### src/rtl/tof_dist_sq_gen_pkg.sv
// Shared beamforming definitions for the time-of-flight distance-squared feeder.
// Holds the default coordinate width, the distance-squared word width, its
// saturation value, the walker FSM state type and the saturating narrowing helper.
package tof_dist_sq_gen_pkg;

    localparam int COORD_W_DEF = 16;
    localparam int DIST_W      = 32;

    localparam logic [DIST_W-1:0] DIST_SAT = 32'hFFFF_FFFF;

    typedef enum logic [2:0] {
        ST_IDLE = 3'd0,
        ST_DX   = 3'd1,
        ST_SQ   = 3'd2,
        ST_SUM  = 3'd3,
        ST_HOLD = 3'd4,
        ST_DONE = 3'd5
    } tof_state_e;

    // Narrow a one-bit-wider sum to DIST_W bits, pinning to all-ones on carry out.
    function automatic logic [DIST_W-1:0] sat_dist(input logic [DIST_W:0] sum);
        logic [DIST_W-1:0] res;
        if (sum[DIST_W]) begin
            res = DIST_SAT;
        end else begin
            res = sum[DIST_W-1:0];
        end
        return res;
    endfunction

endpackage

### src/rtl/tof_sq_unit.sv
// Registered unsigned squarer: clips its magnitude input to COORD_W bits and
// squares it into a 2*COORD_W-bit register. The result updates only when en
// is high and otherwise holds, so one instance can keep a per-focal-point value.
module tof_sq_unit
    import tof_dist_sq_gen_pkg::*;
#(
    parameter int IN_W    = COORD_W_DEF,
    parameter int COORD_W = COORD_W_DEF
) (
    input  logic                   clk,
    input  logic                   reset,
    input  logic                   en,
    input  logic [IN_W-1:0]        mag,
    output logic [2*COORD_W-1:0]   sq
);

    localparam int SQ_W = 2 * COORD_W;

    logic [COORD_W-1:0] clip_s;
    logic [SQ_W-1:0]    sq_r;

    generate
        if (IN_W > COORD_W) begin : g_clip
            localparam logic [IN_W-1:0] MAG_MAX = {{(IN_W-COORD_W){1'b0}}, {COORD_W{1'b1}}};
            // Saturate magnitudes wider than the coordinate span before squaring
            always_comb begin
                if (mag > MAG_MAX) begin
                    clip_s = {COORD_W{1'b1}};
                end else begin
                    clip_s = mag[COORD_W-1:0];
                end
            end
        end else begin : g_pass
            assign clip_s = mag;
        end
    endgenerate

    // Square register: loads on enable, holds otherwise, cleared by reset
    always_ff @(posedge clk) begin
        if (reset) begin
            sq_r <= {SQ_W{1'b0}};
        end else if (en) begin
            sq_r <= SQ_W'(clip_s) * SQ_W'(clip_s);
        end else begin
            sq_r <= sq_r;
        end
    end

    assign sq = sq_r;

endmodule

### src/rtl/tof_dist_sq_gen.sv
// Distance-squared generator for one focal point: walks N_ELEM transducer
// elements and emits (x_f - x_e)^2 + z_f^2 per element over valid/ready,
// with the element index alongside, saturating at 32'hFFFF_FFFF.
// Optional build macro DIST_SQ_APERTURE_EN adds aperture_half; elements whose
// clipped |dx| exceeds it are skipped silently.
module tof_dist_sq_gen
    import tof_dist_sq_gen_pkg::*;
#(
    parameter int N_ELEM  = 64,
    parameter int COORD_W = COORD_W_DEF,
    parameter int IDX_W   = $clog2(N_ELEM)
) (
    input  logic                       clk,
    input  logic                       reset,
    input  logic                       start,
    input  logic signed [COORD_W-1:0]  focus_x,
    input  logic signed [COORD_W-1:0]  focus_z,
    input  logic signed [COORD_W-1:0]  elem_x0,
    input  logic signed [COORD_W-1:0]  elem_pitch,
`ifdef DIST_SQ_APERTURE_EN
    input  logic [COORD_W-1:0]         aperture_half,
`endif
    output logic [DIST_W-1:0]          dist_sq,
    output logic [IDX_W-1:0]           elem_idx,
    output logic                       out_valid,
    input  logic                       out_ready,
    output logic                       busy,
    output logic                       done
);

    // Element position accumulator is wide enough that no legal walk wraps;
    // the lateral offset gets one more bit so the subtraction cannot overflow.
    localparam int ACC_W = COORD_W + IDX_W + 1;
    localparam int DXW   = ACC_W + 1;
    localparam int SQ_W  = 2 * COORD_W;
    localparam int SUM_W = DIST_W + 1;

    localparam logic [IDX_W-1:0] LAST_IDX = IDX_W'(N_ELEM - 1);
    localparam logic [IDX_W-1:0] IDX_ONE  = {{(IDX_W-1){1'b0}}, 1'b1};
    localparam logic [DXW-1:0]   DX_ONE   = {{(DXW-1){1'b0}}, 1'b1};
    localparam logic [COORD_W-1:0] CRD_ONE = {{(COORD_W-1){1'b0}}, 1'b1};
    localparam logic [DXW-1:0]   CLIP_MAX = {{(DXW-COORD_W){1'b0}}, {COORD_W{1'b1}}};

    tof_state_e state_r;
    tof_state_e state_nxt_s;

    logic [COORD_W-1:0] focus_x_r;
    logic [COORD_W-1:0] focus_z_r;
    logic [COORD_W-1:0] pitch_r;
    logic [ACC_W-1:0]   elem_x_r;
    logic [IDX_W-1:0]   idx_r;
    logic [COORD_W-1:0] absdx_r;
    logic               zsq_pend_r;
    logic [DIST_W-1:0]  dist_sq_r;
    logic [IDX_W-1:0]   elem_idx_r;
    logic               out_valid_r;
    logic               busy_r;
    logic               done_r;

    logic [DXW-1:0]     fx_ext_s;
    logic [DXW-1:0]     ex_ext_s;
    logic [ACC_W-1:0]   x0_ext_s;
    logic [ACC_W-1:0]   pitch_ext_s;
    logic [DXW-1:0]     dx_s;
    logic [DXW-1:0]     dx_mag_s;
    logic [COORD_W-1:0] absdx_clip_s;
    logic [COORD_W-1:0] abs_fz_s;
    logic [SQ_W-1:0]    z_sq_s;
    logic [SQ_W-1:0]    dx_sq_s;
    logic [SUM_W-1:0]   sum_s;
    logic               last_s;
    logic               skip_s;
    logic               advance_s;

    // Saturate an offset magnitude to the largest coordinate span
    function automatic logic [COORD_W-1:0] clip_mag(input logic [DXW-1:0] m);
        logic [COORD_W-1:0] c;
        if (m > CLIP_MAX) begin
            c = {COORD_W{1'b1}};
        end else begin
            c = m[COORD_W-1:0];
        end
        return c;
    endfunction

    assign fx_ext_s    = {{(DXW-COORD_W){focus_x_r[COORD_W-1]}}, focus_x_r};
    assign ex_ext_s    = {elem_x_r[ACC_W-1], elem_x_r};
    assign x0_ext_s    = {{(ACC_W-COORD_W){elem_x0[COORD_W-1]}}, elem_x0};
    assign pitch_ext_s = {{(ACC_W-COORD_W){pitch_r[COORD_W-1]}}, pitch_r};
    assign last_s      = (idx_r == LAST_IDX);

    // Lateral offset to the current element, its magnitude and clipped magnitude
    always_comb begin
        dx_s = fx_ext_s - ex_ext_s;
        if (dx_s[DXW-1]) begin
            dx_mag_s = ~dx_s + DX_ONE;
        end else begin
            dx_mag_s = dx_s;
        end
        absdx_clip_s = clip_mag(dx_mag_s);
    end

    // Depth magnitude; the most negative coordinate still fits as unsigned
    always_comb begin
        if (focus_z_r[COORD_W-1]) begin
            abs_fz_s = ~focus_z_r + CRD_ONE;
        end else begin
            abs_fz_s = focus_z_r;
        end
    end

    // Aperture gate: decides in SQ whether this element is dropped
    always_comb begin
`ifdef DIST_SQ_APERTURE_EN
        if (absdx_r > aperture_half) begin
            skip_s = 1'b1;
        end else begin
            skip_s = 1'b0;
        end
`else
        skip_s = 1'b0;
`endif
    end

    // Step to the next element on a consumer accept or an aperture skip
    always_comb begin
        if ((state_r == ST_HOLD) && out_ready) begin
            advance_s = 1'b1;
        end else if ((state_r == ST_SQ) && skip_s) begin
            advance_s = 1'b1;
        end else begin
            advance_s = 1'b0;
        end
    end

    assign sum_s = SUM_W'(dx_sq_s) + SUM_W'(z_sq_s);

    // z^2 is loaded once per focal point, during the first DX cycle
    tof_sq_unit #(
        .IN_W    (COORD_W),
        .COORD_W (COORD_W)
    ) u_z_sq (
        .clk   (clk),
        .reset (reset),
        .en    ((state_r == ST_DX) && zsq_pend_r),
        .mag   (abs_fz_s),
        .sq    (z_sq_s)
    );

    // dx^2 is recomputed for each element in SQ
    tof_sq_unit #(
        .IN_W    (COORD_W),
        .COORD_W (COORD_W)
    ) u_dx_sq (
        .clk   (clk),
        .reset (reset),
        .en    (state_r == ST_SQ),
        .mag   (absdx_r),
        .sq    (dx_sq_s)
    );

    // Walker next-state decode
    always_comb begin
        state_nxt_s = state_r;
        case (state_r)
            ST_IDLE: begin
                if (start) begin
                    state_nxt_s = ST_DX;
                end else begin
                    state_nxt_s = ST_IDLE;
                end
            end
            ST_DX: begin
                state_nxt_s = ST_SQ;
            end
            ST_SQ: begin
                if (skip_s) begin
                    if (last_s) begin
                        state_nxt_s = ST_DONE;
                    end else begin
                        state_nxt_s = ST_DX;
                    end
                end else begin
                    state_nxt_s = ST_SUM;
                end
            end
            ST_SUM: begin
                state_nxt_s = ST_HOLD;
            end
            ST_HOLD: begin
                if (out_ready) begin
                    if (last_s) begin
                        state_nxt_s = ST_DONE;
                    end else begin
                        state_nxt_s = ST_DX;
                    end
                end else begin
                    state_nxt_s = ST_HOLD;
                end
            end
            ST_DONE: begin
                state_nxt_s = ST_IDLE;
            end
            default: begin
                state_nxt_s = ST_IDLE;
            end
        endcase
    end

    // Walker state register
    always_ff @(posedge clk) begin
        if (reset) begin
            state_r <= ST_IDLE;
        end else begin
            state_r <= state_nxt_s;
        end
    end

    // Datapath and output registers, updated per walker state
    always_ff @(posedge clk) begin
        if (reset) begin
            focus_x_r   <= {COORD_W{1'b0}};
            focus_z_r   <= {COORD_W{1'b0}};
            pitch_r     <= {COORD_W{1'b0}};
            elem_x_r    <= {ACC_W{1'b0}};
            idx_r       <= {IDX_W{1'b0}};
            absdx_r     <= {COORD_W{1'b0}};
            zsq_pend_r  <= 1'b0;
            dist_sq_r   <= {DIST_W{1'b0}};
            elem_idx_r  <= {IDX_W{1'b0}};
            out_valid_r <= 1'b0;
            busy_r      <= 1'b0;
            done_r      <= 1'b0;
        end else begin
            done_r <= (state_nxt_s == ST_DONE);
            case (state_r)
                ST_IDLE: begin
                    if (start) begin
                        focus_x_r  <= focus_x;
                        focus_z_r  <= focus_z;
                        pitch_r    <= elem_pitch;
                        elem_x_r   <= x0_ext_s;
                        idx_r      <= {IDX_W{1'b0}};
                        zsq_pend_r <= 1'b1;
                        busy_r     <= 1'b1;
                    end
                end
                ST_DX: begin
                    absdx_r    <= absdx_clip_s;
                    zsq_pend_r <= 1'b0;
                end
                ST_SQ: begin
                    absdx_r <= absdx_r;
                end
                ST_SUM: begin
                    dist_sq_r   <= sat_dist(sum_s);
                    elem_idx_r  <= idx_r;
                    out_valid_r <= 1'b1;
                end
                ST_HOLD: begin
                    if (out_ready) begin
                        out_valid_r <= 1'b0;
                    end
                end
                ST_DONE: begin
                    busy_r <= 1'b0;
                end
                default: begin
                    out_valid_r <= 1'b0;
                end
            endcase
            if (advance_s && !last_s) begin
                idx_r    <= idx_r + IDX_ONE;
                elem_x_r <= elem_x_r + pitch_ext_s;
            end
        end
    end

    assign dist_sq   = dist_sq_r;
    assign elem_idx  = elem_idx_r;
    assign out_valid = out_valid_r;
    assign busy      = busy_r;
    assign done      = done_r;

endmodule

### config.mk
export PLATFORM = sky130hd
export DESIGN_NAME = tof_dist_sq_gen
export DESIGN_NICKNAME = d
export VERILOG_FILES = /design/src/rtl/tof_dist_sq_gen_pkg.sv /design/src/rtl/tof_sq_unit.sv /design/src/rtl/tof_dist_sq_gen.sv
export SDC_FILE = /design/constraint.sdc
export NUM_CORES = 1
export LEC_CHECK = 0
export CAP_MARGIN = 25
export CORE_MARGIN = 10
export CORE_UTILIZATION = 65
export CTS_CLUSTER_DIAMETER = 80
export CTS_CLUSTER_SIZE = 8
export DETAILED_ROUTE_END_ITERATION = 8
export HOLD_SLACK_MARGIN = 0.03
export PLACE_DENSITY = 0.95
export SETUP_SLACK_MARGIN = 0.02
export SLEW_MARGIN = 30
export SYNTH_ARGS = -nofsm -noshare
export SYNTH_HDL_FRONTEND = slang
export SYNTH_SLANG_ARGS = --single-unit
### constraint.sdc
create_clock -name clk -period 19.96 [get_ports clk]
set_input_delay 3.992 -clock clk [delete_from_list [all_inputs] [get_ports clk]]
set_output_delay 3.992 -clock clk [all_outputs]
set_load 0.03 [all_outputs]
==> summary.json <==
{
  "outcome": "complete, no violations",
  "initial_utilization_pct": 65.7,
  "final_setup_tns_ns": 0,
  "detailedPlacementHpwl_um": 52200,
  "library_cell_with_the_highest_instance_count_after_synthesis": "inv_1",
  "die_area_um2": 47500,
  "tritoncts_clock_tree": "yes",
  "clock_path_buffers": 2,
  "ant_nets": 0,
  "critical_path.top_delay_family": "adder cells",
  "fin_hold_ws_ns": 0.463,
  "globalplace.congestion": 0.972,
  "worst_setup_path_start_kind": "flip-flop",
  "post_synthesis_average_cell_area_um2": 8.36,
  "detail_route.vias_per_cell": 5.97,
  "setup.worst_path.class": "reg2reg",
  "nets": 3761,
  "final-hold-violation-count": 0,
  "routed-via-count": 21600,
  "drtIter0Drc": 1774,
  "worst_path_largest_cell_delay_ns": 0.81,
  "clkLatencyLatePin_ns": 0.47,
  "pin_count_of_the_biggest_net_entering_global_routing": 83,
  "finalClockSkew_ns": 0.0167,
  "post_cts_resize_count": 0,
  "postSynthCellCount": 3047,
  "clkSinkCount": 200,
  "power_density_nw_per_um2": 70.7,
  "final_min_period_over_clock_period_pct": 46.7,
  "die_w_um": 218,
  "worst-path-buf-inv": 7,
  "timing.critical_path.arrival_ns": 9.73,
  "areaGrowthSynthToFinish_pct": 8.05,
  "crit_path_max_fanout": 15,
  "final_design_area_no_fill_um2": 27500,
  "gr-total-overflow": 0,
  "postSynth.asyncResetShare_pct": 0,
  "post_route_cells_drive_above_1_share_pct": 3.25,
  "wl_per_cell_um": 18.2,
  "n_antenna_cell": 0,
  "slowest_stage": "a2111oi_1",
  "leakage_nw": 13.6,
  "dp.cells": 3590,
  "chipHeight_um": 218,
  "yosys.area.top_type": "fa_1",
  "worst_ir_drop_vdd_mv": 0.0715,
  "required_ns": 20.36,
  "grt_first_pass_wirelength_um": 109000,
  "cts_inserted_buffers": 17,
  "yosys_most_used_dff": "dfxtp_1",
  "design.portCount": 109,
  "route.final.wire_length_um": 65900,
  "port-buffer-count": 108,
  "grt_setup_unrepaired": "false",
  "post_dp_cell_area_um2": 27000,
  "finalMaxSlewViolations": 0,
  "clk_pin_slew_ns": 0.08,
  "setup_viol": 0,
  "post_route_drc_violation_count": 0,
  "synth_edf_count": 0,
  "ys_top_cells_by_area": "fa_1 26%, dfxtp_1 16%, ha_1 13%, inv_1 7.5%, nand2_1 6.0%",
  "synth_top_cells_by_count": "510 x inv_1, 407 x nand2_1, 329 x fa_1, 273 x ha_1, 243 x a21oi_1",
  "core_area_um2": 38700,
  "min-delay-path-class": "reg2reg",
  "row_count": 72,
  "cts_htree_levels": 4,
  "first_global_vias": 22800,
  "total_power_mw": 1.94,
  "grt_use_total_pct": 27.9,
  "synth.cell_area_um2": 25500,
  "holdBufCountCts": 0,
  "max_freq_ghz": 0.107,
  "antenna_found_initial": 0,
  "final_cells": 3622,
  "end_kind": "flip-flop",
  "timing.max_cap.violations": 0,
  "synth_sequential_area_ratio_pct": 15.7,
  "tmin_final_ns": 9.33,
  "yosys_register_bits": 200,
  "max_slew.worst_pin.slew_ns": 0.911,
  "root_buffer": "clkbuf_16",
  "synth_top_area_share_pct": 25.9,
  "ys_warn_count": 0,
  "timing.max_slew.rel_slack_pct": 39.2,
  "detailedRoute.firstPassIterationCount": 6,
  "cts_setup_buffers": 0,
  "yosysUniqueCellTypes": 83
}
cells in the final DEF, fill, tap and decap left out, types with 6 or more instances in the layout:
cell type / synthesis / final
nor2b_1: 20 / 20
clkdlybuf4s50_1: 0 / 107
buf_4: 0 / 17
dfxtp_1: 200 / 200
nand3_1: 40 / 40
or2_2: 8 / 8
nor2_1: 203 / 201
nor3_1: 39 / 39
a221oi_1: 12 / 12
xor2_1: 54 / 54
a21oi_2: 7 / 7
o21a_1: 26 / 26
a21o_1: 58 / 58
or3_1: 16 / 16
nand2b_1: 20 / 20
o31ai_1: 11 / 11
o211ai_1: 11 / 11
xnor2_1: 98 / 98
o21ai_0: 94 / 94
inv_6: 0 / 6
ha_1: 273 / 273
clkbuf_16: 0 / 17
o21bai_1: 15 / 15
conb_1: 2 / 11
a21oi_1: 243 / 243
inv_1: 510 / 510
and3_1: 14 / 14
and2_1: 65 / 65
fa_1: 329 / 329
nor4_1: 9 / 9
a211oi_1: 25 / 24
a31oi_1: 11 / 11
nand2_1: 407 / 406
a311oi_1: 12 / 12
worst paths after layout:
path	slack, ns	start	cells past startpoint	to
setup reg to reg	10.63	focus_z_r[0]	32	u_z_sq.sq[26]
setup / recovery	10.63	focus_z_r[0]	32	u_z_sq.sq[26]
hold / removal	0.46	u_z_sq.sq[14]	2	u_z_sq.sq[14]
hold reg to reg	0.46	u_z_sq.sq[14]	2	u_z_sq.sq[14]
tightest hold or removal path, cell delays in order, from the launching register on:
cell	delay (ns)
dfxtp_1	0.31
nand2_1	0.06
a21oi_1	0.05
state kept, by name, indices dropped and copies added, names as in the netlist:
| signal | cells |
|---|---|
| zsq_pend_r | 1 |
| u_z_sq.sq | 31 |
| idx_r | 6 |
| focus_z_r | 16 |
| u_dx_sq.sq | 31 |
| focus_x_r | 16 |
| busy | 1 |
| absdx_r | 16 |
| done | 1 |
| pitch_r | 16 |
| out_valid | 1 |
| elem_x_r | 23 |
| state_r | 3 |
| elem_idx | 6 |
| dist_sq | 32 |
power breakdown:
| group | internal [mW] | total (mW) | switching (mW) |
|---|---|---|---|
| Sequential | 0.429 | 0.474 | 0.0453 |
| Combinational | 0.444 | 1.13 | 0.690 |
| Clock | 0.167 | 0.338 | 0.171 |
layer usage:
metal / global-route usage (%) / vias to the layer above / share of wire (%) / routed length, um
li1: - / 9916 / - / -
met1: 33.4 / 10400 / 39 / 25700
met2: 47.7 / 1049 / 48 / 31600
met3: 5.92 / 246 / 8.9 / 5840
met4: 11.7 / 0 / 4.1 / 2690
met5: 0 / - / 0 / 0
cells by family after synthesis:
kind of cell	share of synthesized area [%]
simple gates	15.7
buf+inv	9.29
fa+ha+maj	39.3
compound gates	14.5
flops	15.7
xor+xnor	5.29
mux	0.251
other cells	0.0295
area by class of cell:
| cell class | count | area, um2 |
|---|---|---|
| Clock buffer | 19 | 443 |
| Multi-Input combinational cell | 2231 | 19200 |
| Sequential cell | 200 | 4000 |
| Inverter | 516 | 1940 |
| Timing Repair Buffer | 125 | 1210 |
| Clock inverter | 13 | 108 |
| Tap cell | 518 | 648 |
| Fill cell | 2817 | 11200 |
through the flow:
step	setup WS (ns)	utilization [%]
2_1_floorplan	11.85	-
3_3_place_gp	10.84	69.5
3_5_place_dp	10.74	69.6
4_1_cts	10.71	71.0
5_1_grt	10.15	71.0
6_report	10.63	71.0
Power figures use the tool's default switching activity.
